File: src/rtl/gmii_line_ctrl.sv
// gmii_line_ctrl: write-side sequencer from the GMII packet receiver into a
// two-bank ping-pong video line RAM. Each packet carries one half line; the
// two halves of a line are paired in the bank being filled. Completed lines
// are offered to the scan-out side in completion order through valid/ack.
// Packets with nowhere to go are dropped. Short packets and abandoned partial
// lines are counted as errors.
module gmii_line_ctrl #(
   parameter int WORDS_PER_HALF = 640,
   parameter int ADDR_W         = 11,
   parameter int CNT_W          = 16
) (
   input  logic              i_clk125,
   input  logic              i_sys_rst_n,
   input  logic [28:0]       i_din,
   input  logic              i_din_en,
   input  logic              i_pkt_en,
   output logic              o_buf_we,
   output logic              o_buf_bank,
   output logic [ADDR_W-1:0] o_buf_addr,
   output logic [15:0]       o_buf_wdata,
   output logic              o_line_valid,
   output logic              o_line_bank,
   output logic [10:0]       o_line_y,
   input  logic              i_line_ack,
   output logic [CNT_W-1:0]  o_drop_cnt,
   output logic [CNT_W-1:0]  o_err_cnt
);

   localparam logic [ADDR_W-1:0] LP_LAST_IDX  = ADDR_W'(WORDS_PER_HALF - 1);
   localparam logic [ADDR_W-1:0] LP_HALF_BASE = ADDR_W'(WORDS_PER_HALF);
   localparam logic [ADDR_W-1:0] LP_ADDR_ONE  = {{(ADDR_W-1){1'b0}}, 1'b1};
   localparam logic [CNT_W-1:0]  LP_CNT_MAX   = {CNT_W{1'b1}};
   localparam logic [CNT_W-1:0]  LP_CNT_ONE   = {{(CNT_W-1){1'b0}}, 1'b1};

   typedef enum logic [1:0] {
      ST_IDLE = 2'd0,
      ST_FILL = 2'd1,
      ST_DONE = 2'd2,
      ST_SKIP = 2'd3
   } state_t;

   state_t              r_state;
   state_t              w_state_nxt;

   logic                r_fill_bank;
   logic                r_rd_bank;
   logic [1:0]          r_ready;
   logic [1:0]          r_half_mask;
   logic [10:0]         r_tag_y [2];
   logic [ADDR_W-1:0]   r_wcnt;
   logic                r_x_half;
   logic                r_cmpl_pend;
   logic                r_cmpl_bank;

   logic                r_buf_we;
   logic                r_buf_bank;
   logic [ADDR_W-1:0]   r_buf_addr;
   logic [15:0]         r_buf_wdata;
   logic [CNT_W-1:0]    r_drop_cnt;
   logic [CNT_W-1:0]    r_err_cnt;

   logic                w_x_in;
   logic [10:0]         w_y_in;
   logic [15:0]         w_pix_in;
   logic                w_unused_din;

   logic                w_ack;
   logic [1:0]          w_ready_acked;
   logic [1:0]          w_ready_nxt;
   logic                w_bank_busy;

   logic                w_wr_en;
   logic [ADDR_W-1:0]   w_wr_idx;
   logic                w_wr_x;
   logic [ADDR_W-1:0]   w_wr_addr;
   logic                w_drop;
   logic                w_abandon;
   logic                w_abort;
   logic                w_tag_load;
   logic                w_last;
   logic [1:0]          w_mask_base;
   logic [1:0]          w_mask_set;
   logic [1:0]          w_mask_nxt;
   logic                w_complete;

   assign w_x_in       = i_din[27];
   assign w_y_in       = i_din[26:16];
   assign w_pix_in     = i_din[15:0];
   assign w_unused_din = i_din[28];

   // An ack only counts while a line is actually on offer.
   assign w_ack = i_line_ack && r_ready[r_rd_bank];

   // Ready flags after this cycle's ack and any completion landing in RAM now.
   always_comb begin
      w_ready_acked = r_ready;
      if (w_ack) begin
         w_ready_acked[r_rd_bank] = 1'b0;
      end else begin
         w_ready_acked = r_ready;
      end
      w_ready_nxt = w_ready_acked;
      if (r_cmpl_pend) begin
         w_ready_nxt[r_cmpl_bank] = 1'b1;
      end else begin
         w_ready_nxt = w_ready_acked;
      end
   end

   // A bank released by an ack in this same cycle is already free to fill.
   assign w_bank_busy = w_ready_acked[r_fill_bank];

   // State register.
   always_ff @(posedge i_clk125 or negedge i_sys_rst_n) begin
      if (!i_sys_rst_n) begin
         r_state <= ST_IDLE;
      end else begin
         r_state <= w_state_nxt;
      end
   end

   // Next-state decode.
   always_comb begin
      w_state_nxt = r_state;
      case (r_state)
         ST_IDLE: begin
            if (i_din_en && i_pkt_en) begin
               if (w_bank_busy) begin
                  w_state_nxt = ST_SKIP;
               end else if (w_last) begin
                  w_state_nxt = ST_DONE;
               end else begin
                  w_state_nxt = ST_FILL;
               end
            end else begin
               w_state_nxt = ST_IDLE;
            end
         end
         ST_FILL: begin
            if (!i_pkt_en) begin
               w_state_nxt = ST_IDLE;
            end else if (w_last) begin
               w_state_nxt = ST_DONE;
            end else begin
               w_state_nxt = ST_FILL;
            end
         end
         ST_DONE, ST_SKIP: begin
            if (!i_pkt_en) begin
               w_state_nxt = ST_IDLE;
            end else begin
               w_state_nxt = r_state;
            end
         end
         default: w_state_nxt = ST_IDLE;
      endcase
   end

   // Per-cycle datapath actions decoded from state and inputs.
   always_comb begin
      w_wr_en    = 1'b0;
      w_wr_idx   = r_wcnt;
      w_wr_x     = r_x_half;
      w_drop     = 1'b0;
      w_abandon  = 1'b0;
      w_abort    = 1'b0;
      w_tag_load = 1'b0;
      case (r_state)
         ST_IDLE: begin
            if (i_din_en && i_pkt_en) begin
               if (w_bank_busy) begin
                  w_drop = 1'b1;
               end else begin
                  w_tag_load = 1'b1;
                  w_abandon  = (r_half_mask != 2'b00) && (w_y_in != r_tag_y[r_fill_bank]);
                  w_wr_en    = 1'b1;
                  w_wr_idx   = {ADDR_W{1'b0}};
                  w_wr_x     = w_x_in;
               end
            end else begin
               w_wr_en = 1'b0;
            end
         end
         ST_FILL: begin
            if (!i_pkt_en) begin
               w_abort = 1'b1;
            end else if (i_din_en) begin
               w_wr_en = 1'b1;
            end else begin
               w_wr_en = 1'b0;
            end
         end
         default: w_wr_en = 1'b0;
      endcase
   end

   assign w_wr_addr   = (w_wr_x ? LP_HALF_BASE : {ADDR_W{1'b0}}) + w_wr_idx;
   assign w_last      = w_wr_en && (w_wr_idx == LP_LAST_IDX);
   assign w_mask_base = w_abandon ? 2'b00 : r_half_mask;
   assign w_mask_set  = w_mask_base | (2'b01 << w_wr_x);
   assign w_complete  = w_last && (w_mask_set == 2'b11);

   // Half mask: record a finished half, clear on line completion or abandon.
   always_comb begin
      if (w_complete) begin
         w_mask_nxt = 2'b00;
      end else if (w_last) begin
         w_mask_nxt = w_mask_set;
      end else begin
         w_mask_nxt = w_mask_base;
      end
   end

   // Line bookkeeping: fill/read banks, tags, word index, ready flags.
   always_ff @(posedge i_clk125 or negedge i_sys_rst_n) begin
      if (!i_sys_rst_n) begin
         r_fill_bank <= 1'b0;
         r_rd_bank   <= 1'b0;
         r_ready     <= 2'b00;
         r_half_mask <= 2'b00;
         r_tag_y[0]  <= 11'd0;
         r_tag_y[1]  <= 11'd0;
         r_wcnt      <= {ADDR_W{1'b0}};
         r_x_half    <= 1'b0;
         r_cmpl_pend <= 1'b0;
         r_cmpl_bank <= 1'b0;
      end else begin
         r_half_mask <= w_mask_nxt;
         r_ready     <= w_ready_nxt;
         r_cmpl_pend <= w_complete;
         if (w_tag_load) begin
            r_tag_y[r_fill_bank] <= w_y_in;
         end
         if (w_wr_en) begin
            r_wcnt   <= w_wr_idx + LP_ADDR_ONE;
            r_x_half <= w_wr_x;
         end
         // Ready is raised one cycle later, when the final word reaches RAM.
         if (w_complete) begin
            r_cmpl_bank <= r_fill_bank;
            r_fill_bank <= ~r_fill_bank;
         end
         if (w_ack) begin
            r_rd_bank <= ~r_rd_bank;
         end
      end
   end

   // Registered RAM write port and saturating drop/error counters.
   always_ff @(posedge i_clk125 or negedge i_sys_rst_n) begin
      if (!i_sys_rst_n) begin
         r_buf_we    <= 1'b0;
         r_buf_bank  <= 1'b0;
         r_buf_addr  <= {ADDR_W{1'b0}};
         r_buf_wdata <= 16'd0;
         r_drop_cnt  <= {CNT_W{1'b0}};
         r_err_cnt   <= {CNT_W{1'b0}};
      end else begin
         r_buf_we <= w_wr_en;
         if (w_wr_en) begin
            r_buf_bank  <= r_fill_bank;
            r_buf_addr  <= w_wr_addr;
            r_buf_wdata <= w_pix_in;
         end
         if (w_drop && (r_drop_cnt != LP_CNT_MAX)) begin
            r_drop_cnt <= r_drop_cnt + LP_CNT_ONE;
         end
         if ((w_abandon || w_abort) && (r_err_cnt != LP_CNT_MAX)) begin
            r_err_cnt <= r_err_cnt + LP_CNT_ONE;
         end
      end
   end

   assign o_buf_we     = r_buf_we;
   assign o_buf_bank   = r_buf_bank;
   assign o_buf_addr   = r_buf_addr;
   assign o_buf_wdata  = r_buf_wdata;
   assign o_line_valid = r_ready[r_rd_bank];
   assign o_line_bank  = r_rd_bank;
   assign o_line_y     = r_tag_y[r_rd_bank];
   assign o_drop_cnt   = r_drop_cnt;
   assign o_err_cnt    = r_err_cnt;

endmodule

File: config.mk
export PLATFORM = sky130hd
export DESIGN_NAME = gmii_line_ctrl
export DESIGN_NICKNAME = d
export VERILOG_FILES = /design/src/rtl/gmii_line_ctrl.sv
export SDC_FILE = /design/constraint.sdc
export NUM_CORES = 1
export LEC_CHECK = 0
export CAP_MARGIN = 30
export CORE_ASPECT_RATIO = 1.5
export CORE_UTILIZATION = 33
export CTS_BUF_LIST = sky130_fd_sc_hd__clkbuf_4
export CTS_CLUSTER_SIZE = 12
export DETAILED_ROUTE_END_ITERATION = 10
export MAX_ROUTING_LAYER = met4
export SLEW_MARGIN = 25
export SYNTH_ARGS = -nofsm -noshare
export SYNTH_HDL_FRONTEND = slang
export SYNTH_SLANG_ARGS = --single-unit
File: constraint.sdc
create_clock -name i_clk125 -period 2.6 [get_ports i_clk125]
set_clock_uncertainty 0.15 [all_clocks]
set_input_delay 0.78 -clock i_clk125 [delete_from_list [all_inputs] [get_ports i_clk125]]
set_output_delay 0.78 -clock i_clk125 [all_outputs]
set_load 0.1 [all_outputs]
**Yosys cells after proc, flatten, opt, wreduce, memory -nomap -nowiden**

Cells that the tools add are included.

- Flip-flop bits (word level): 105
- Latch bits: 0
- Memory bits (writable): 0
- ROM bits: 0
- Input bits: 34
- Output and inout bits: 74
- Logic and storage cells: 110
- Memories: 0

- Add/sub/neg operators: 4
- Multiply operators: 0
- Div/mod/pow operators: 0
- Magnitude comparators: 8
- Equality and inequality tests: 9
- Shift operators: 1
- Mux-type cells: 49
- Bitwise gates (word level): 8
- Reductions and logical operators: 14

Operators by type and width:

| cell | count |
|---|---|
| $mux W11 | 10 |
| $add A16 B1 Y16 const B | 2 |
| $ne A16 B16 Y1 const B | 2 |
| $bwmux W22 | 1 |
| $mux W1 | 22 |
| $mux W2 | 10 |
| $add A10 B11 Y11 | 1 |
| $add A11 B1 Y11 const B | 1 |
| $demux W11 S1 | 1 |
| $eq A11 B10 Y1 const B | 1 |
| $ne A11 B11 Y1 | 1 |
| $logic_and A1 B1 Y1 | 10 |
| $mux W10 | 1 |
| $eq A2 B2 Y1 const B | 3 |
| $lt A1 B2 Y1 const B | 3 |
| $pmux W2 S3 | 1 |
| $ge A2 B2 Y1 const B | 2 |
| $not A1 Y2 | 2 |
| $or A2 B2 Y2 | 2 |
| $and A2 B2 Y2 | 1 |
| $demux W1 S1 | 2 |
| $eq A2 B1 Y1 const B | 1 |
| $ge A1 B1 Y1 const B | 2 |
| $logic_not A2 Y1 | 1 |
| 9 further kinds | 10 |

**Longest topological paths before layout**

- Word-level depth: 18
- Mapped depth: 12
- Depth with buffers taken out: 10

**Worst setup path before layout**

Ideal clock, no wire load.

- Path kind: register to register
- From: reg r_rd_bank, in the netlist o_line_bank
- To: reg r_cmpl_bank
- Arrival time: 3.146 ns
- Data required time: 2.325 ns
- Setup slack: -0.820 ns
- Stages on the path, launching flop included: 13
- Cell sequence: dfrtp_1 buf_2 xnor2_1 a21oi_2 nand2b_1 and2_1 ha_1 nand3_1 nor2_1 and4_1 clkbuf_1 nand2_1 mux2_2

- Word-level cells in the longest chain between the ends: 16
- Elaborated cells between the ends (all ways): 32
- Those cells by class: order compare: 2; eq/ne: 2; shift: 1; mux: 20; bitwise: 3; reduce/logical: 4

Ends and longest elaborated chain:

| what | RTL line | RTL |
|---|---|---|
| start, declared | 46 | `logic r_rd_bank;` |
| start signal, assigned | 244 | `r_rd_bank <= ~r_rd_bank;` |
| $lt A1 B2 Y1 (not written as such) / $ge A1 B1 Y1 (equally long branches) | 98 | `w_ready_acked[r_rd_bank] = 1'b0;` |
| $logic_and A1 B1 Y1 (not written as such) | 98 |  |
| $mux W1 (not written as such) | 98 |  |
| $demux W1 S1 | 98 |  |
| $not A2 Y2 (no line) | - |  |
| $and A2 B2 Y2 (no line) | - |  |
| $mux W2 * | 97 | `if (w_ack) begin` |
| $mux W1 (not written as such) * (2 in series) | 111 | `assign w_bank_busy = w_ready_acked[r_fill_bank];` |
| $mux W1 | 171 | `if (w_bank_busy) begin` |
| $mux W1 | 170 | `if (i_din_en && i_pkt_en) begin` |
| $mux W1 | 168 | `case (r_state)` |
| $mux W2 / $shl A1 B1 Y2 (equally long branches) | 199, 200 |  |
| $or A2 B2 Y2 | 200 | `assign w_mask_set = w_mask_base \| (2'b01 << w_wr_x);` |
| $eq A2 B2 Y1 | 201 | `assign w_complete = w_last && (w_mask_set == 2'b11);` |
| $logic_and A1 B1 Y1 * | 201 |  |
| end signal, assigned | 240 | `r_cmpl_bank <= r_fill_bank;` |
| end, declared | 53 | `logic r_cmpl_bank;` |

Every way passes the cells marked *; elsewhere a longest branch is shown, timed or not. The select of a mux whose other input is x is not followed.
A chain may end at the register's enable or synchronous reset.

**Worst setup path in the final report**

- From: in i_line_ack
- To: reg r_cmpl_bank

- Word-level cells in the longest chain between the ends: 11
- Elaborated cells between the ends (all ways): 23
- Those cells by class: eq/ne: 2; shift: 1; mux: 16; bitwise: 1; reduce/logical: 3

Ends and longest elaborated chain:

| what | RTL line | RTL |
|---|---|---|
| start, declared | 24 | `input logic i_line_ack,` |
| $logic_and A1 B1 Y1 | 92 | `assign w_ack = i_line_ack && r_ready[r_rd_bank];` |
| $mux W2 | 97 |  |
| $mux W1 (not written as such) (2 in series) | 111 |  |
| $mux W1 | 171 |  |
| $mux W1 | 170 |  |
| $mux W1 | 168 |  |
| via w_wr_x | 74 | `logic w_wr_x;` |
| $shl A1 B1 Y2 | 200 |  |
| $or A2 B2 Y2 | 200 |  |
| $eq A2 B2 Y1 | 201 |  |
| $logic_and A1 B1 Y1 | 201 |  |

The timed path passes the listed nets, and every way through them passes these cells. The select of a mux whose other input is x is not followed.

==> results.txt <==
The run gives 0.7634 as the weighted congestion at the end of routability-driven global placement. Across all register-to-register paths, the minimum setup slack is 0 ns. After synthesis, the netlist uses 42 different library cells.

The run gives 3,885 as the number of vias after detailed routing. Headroom to the max-slew limit came out at 74.52%. The worst setup path is launched from an input port. After detailed routing, the average wire length per cell comes to 14.55 µm. The run gives 8.406 mm as the placed wire-length estimate. Ranked by total cell area, the synthesized netlist is headed by sky130_fd_sc_hd__dfrtp_1 53%, sky130_fd_sc_hd__mux2_2 8.7%, sky130_fd_sc_hd__nand2_1 7.1%. The run finished, with violations left. Number of rows created at floorplan: 54. Of the total power, registers draw 37.9%. The first global-routing pass estimated 18.97 mm of wire. Sorting the synthesized cells by how often they occur yields 105 x sky130_fd_sc_hd__dfrtp_1, 93 x sky130_fd_sc_hd__nand2_1, 38 x sky130_fd_sc_hd__mux2_2.

The cell sitting at the root of the clock tree is a sky130_fd_sc_hd__clkbuf_4. The final reports fail on negative setup slack. The number of failing hold endpoints at the final stage is 0, and the number of global-route vias before repair is 3,930.

For the pin with the worst max-slew slack, the measured transition is 0.3812 ns. The final worst-path setup slack was -0.02443 ns; the total die area was 15,410 µm². The internal portion of total power is 0.002842 W. Combinational logic burns 48.0% of the power.

From synthesis to final layout, the design area changed by 43.20%. After the last flow step, the layout net total stands at 653. Setup repair after global routing could not meet its margin everywhere.

The main flop type after synthesis is sky130_fd_sc_hd__dfrtp_1. Counting the buffers created by CTS gives 9. The post-route minimum period came out at 2.624 ns. The final setup violation count is 3, and the later-pin clock latency in the skew report is 0.47 ns. The total overflow left after global routing is 0. The synthesized flop and latch total works out to 105. The total net switching power came out at 0.002480 W. The maximum achievable frequency came out at 381.0 MHz. The maximum buffer depth of the clock tree came out at 2. For the final non-filler cell area, the log shows 7047 µm². The number of antenna violations at the first check in global routing was 1; the number of violations reported at the end of detailed-routing iteration 0 was 88.

The arrival time of data at the critical path endpoint was 2.83 ns; the proportion of total power due to net switching was 46.60%. After detailed routing, the number of remaining DRC violations is 0. The worst setup timing slack at the placement stage was -0.5486 ns; the synthesized net count was 489. The cell count after synthesis came out at 449. IR analysis of the VDD net gives a maximum drop of 660.3 µV. The Yosys step of the flow raised 0 warnings. The tools report the post-synthesis instance area as 4921 µm². Total power for the finished layout comes to 0.005323 W. The port buffer count is 106. The analysis attributes to cell leakage a power of 3.322 nW. After clock tree synthesis, the flow added hold-fix buffers numbering 0. In the final layout, the share of cells above drive strength 1 is 38.35%.

Measured along the x axis, the die boundary spans 101.7 µm. The largest total area in the synthesized netlist belongs to sky130_fd_sc_hd__dfrtp_1. TritonCTS built the clock tree. The part of the cycle the worst path needs is 100.9%, and the number of synthesized flops with an enable pin is 0. Number of clock sinks seen by CTS: 105.

Entering global routing, the biggest net connects 47 pins. The run gives 0 as the final max-slew violation count. The total area inside the core boundary comes to 14,530 µm².

The area share of the largest cell type after synthesis is 53.39%. The path category of the worst min-delay check was in -> async. The final wirelength was 11.86 mm; the number of H-tree levels was 3.

Measured along the y axis, the die boundary spans 151.6 µm. For the residual antenna-violating net count after detailed routing, the log shows 0. Among all cell types in the netlist, the one instantiated most often is sky130_fd_sc_hd__dfrtp_1.

The pre-antenna-repair detailed-routing pass consisted of 4 iterations. The overall track demand over capacity in global routing is 16.40%. Max-cap violations in this run came to 0. Post-CTS clock slew at the launch and capture registers of the worst setup and hold paths: 0.17 ns. Leaving out filler cells and counting taps, the final layout contains 815. The clock network is responsible for 14.1% of the overall power. Using the TritonRoute via totals, the vias-per-cell ratio works out to 4.767. Endpoint kind of the worst setup timing path: a flip-flop.

The critical path in this run is classified as in -> reg. In this run the cell area measured after placement is 6633 µm². The initial standard-cell utilization of the core was 33.88%.

Sequential elements use 53.39% of the synthesized area. Data on the critical path is required at its endpoint by 2.80 ns. The maximum fanout count along the critical path works out to 3.

The per-instance average area after synthesis is 10.96 µm², and the async set-or-reset flop fraction in the synthesized netlist is 100.0%. The number of placed instances, taps included, is 784. Pin placement for this block handled 108 I/O pins. The final hold slack came out at 0.04857 ns. The layout has 1,355 filler cells. The power density of the placed cells works out to 755.3 nW/µm².
final timing paths:
kind | to | depth (start not counted) | startpoint
max | r_cmpl_bank | 8 | i_line_ack
min | o_err_cnt[9] | 1 | i_sys_rst_n
max reg2reg | r_cmpl_bank | 9 | r_fill_bank
min reg2reg | o_err_cnt[4] | 1 | o_err_cnt[4]
max in group asynchronous | r_fill_bank | 2 | i_sys_rst_n
min in group i_clk125 | o_err_cnt[4] | 1 | o_err_cnt[4]
flip-flops by register name, indices dropped and copies added, names as in the netlist:
| signal | count |
|---|---|
| o_drop_cnt | 16 |
| r_half_mask | 2 |
| r_wcnt | 11 |
| r_tag_y | 22 |
| o_buf_wdata | 16 |
| r_x_half | 1 |
| o_line_bank | 1 |
| o_buf_bank | 1 |
| r_fill_bank | 1 |
| r_cmpl_pend | 1 |
| o_err_cnt | 16 |
| r_ready | 2 |
| r_state | 2 |
| o_buf_addr | 11 |
| o_buf_we | 1 |
| r_cmpl_bank | 1 |
cell usage in the layout, fill, tap and decap left out, types with 3 or more instances in the layout:
master,instances
sky130_fd_sc_hd__clkdlybuf4s50_1,29
sky130_fd_sc_hd__mux2_4,7
sky130_fd_sc_hd__nand2_1,92
sky130_fd_sc_hd__inv_1,8
sky130_fd_sc_hd__nand4_1,10
sky130_fd_sc_hd__nor2_1,15
sky130_fd_sc_hd__xnor2_1,23
sky130_fd_sc_hd__and2_1,3
sky130_fd_sc_hd__nor3_2,3
sky130_fd_sc_hd__xor2_1,27
sky130_fd_sc_hd__nor2_2,3
sky130_fd_sc_hd__nor4_1,4
sky130_fd_sc_hd__clkbuf_4,9
sky130_fd_sc_hd__o21ai_0,8
sky130_fd_sc_hd__buf_6,5
sky130_fd_sc_hd__dfrtp_2,11
sky130_fd_sc_hd__mux2i_1,9
sky130_fd_sc_hd__mux2_2,33
sky130_fd_sc_hd__buf_12,19
sky130_fd_sc_hd__buf_4,111
sky130_fd_sc_hd__ha_1,3
sky130_fd_sc_hd__nor3_1,7
sky130_fd_sc_hd__nand3_1,18
sky130_fd_sc_hd__a32o_1,4
sky130_fd_sc_hd__dfrtp_1,93
sky130_fd_sc_hd__and3_1,5
sky130_fd_sc_hd__a21oi_1,5
logic make-up after synthesis:
group | synth area share, %
flip-flops | 53.39
multiplexers | 11.67
adder cells (fa/ha/maj) | 1.526
AO/OA/AOI/OAI | 4.907
AND/OR/NAND/NOR | 17.04
XOR/XNOR | 9.077
buffers and inverters | 2.390
critical path, cell delays in order:
cell and delay [ns]:
sky130_fd_sc_hd__clkdlybuf4s50_1 0.54, sky130_fd_sc_hd__a21oi_4 0.10, sky130_fd_sc_hd__nor3_4 0.20, sky130_fd_sc_hd__mux2_4 0.36
sky130_fd_sc_hd__buf_4 0.15, sky130_fd_sc_hd__mux2_4 0.30, sky130_fd_sc_hd__nand2_2 0.08, sky130_fd_sc_hd__mux2_2 0.32
power groups by stage:
stage | registers (W) | logic (W) | clock network (W)
global placement | 0.00202 | 0.00246 | 0
global route | 0.00205 | 0.00268 | 0.000867
floorplan | 0.00283 | 0.000941 | 0
finish | 0.00202 | 0.00255 | 0.000749
CTS | 0.00201 | 0.00254 | 0.000793
detailed placement | 0.00204 | 0.00248 | 0
cell type report:
class | instances | area (µm²) | share of cell area, %
clock inverters | 7 | 46.29 | 0.6570
diodes | 1 | 2.502 | 0.03551
multi-input cells | 321 | 2389 | 33.90
repair buffers | 168 | 1622 | 23.01
clock buffers | 9 | 67.56 | 0.9588
flip-flops and latches | 105 | 2645 | 37.54
well taps | 196 | 245.2 | 3.480
inverters | 8 | 30.03 | 0.4261
per-layer routing:
metal | global-route usage [%] | up-vias | share of wire [%]
met5 | - | - | 0
met1 | 18.80 | 1913 | 41
met2 | 28.61 | 85 | 54
met3 | 2.385 | 16 | 3.5
li1 | - | 1871 | -
met4 | 6.449 | 0 | 1.6
metrics by stage:
| step | TNS [ns] | util (%) |
|---|---|---|
| after detailed placement | -25.06 | 45.66 |
| after CTS | -0.2063 | 46.99 |
| final | -0.03345 | 48.51 |
| after global routing | -1.214 | 48.51 |
| after floorplan | -0.2893 | - |
| after global placement | -22.58 | 45.66 |
what timing repair did:
item,4_1_cts,5_1_grt
setup buffers,6,5
cloned,0,3
gates resized for setup,7,25
pin swaps,5,14
endpoints found under the setup margin,21,53
Power figures use the tool's default switching activity.
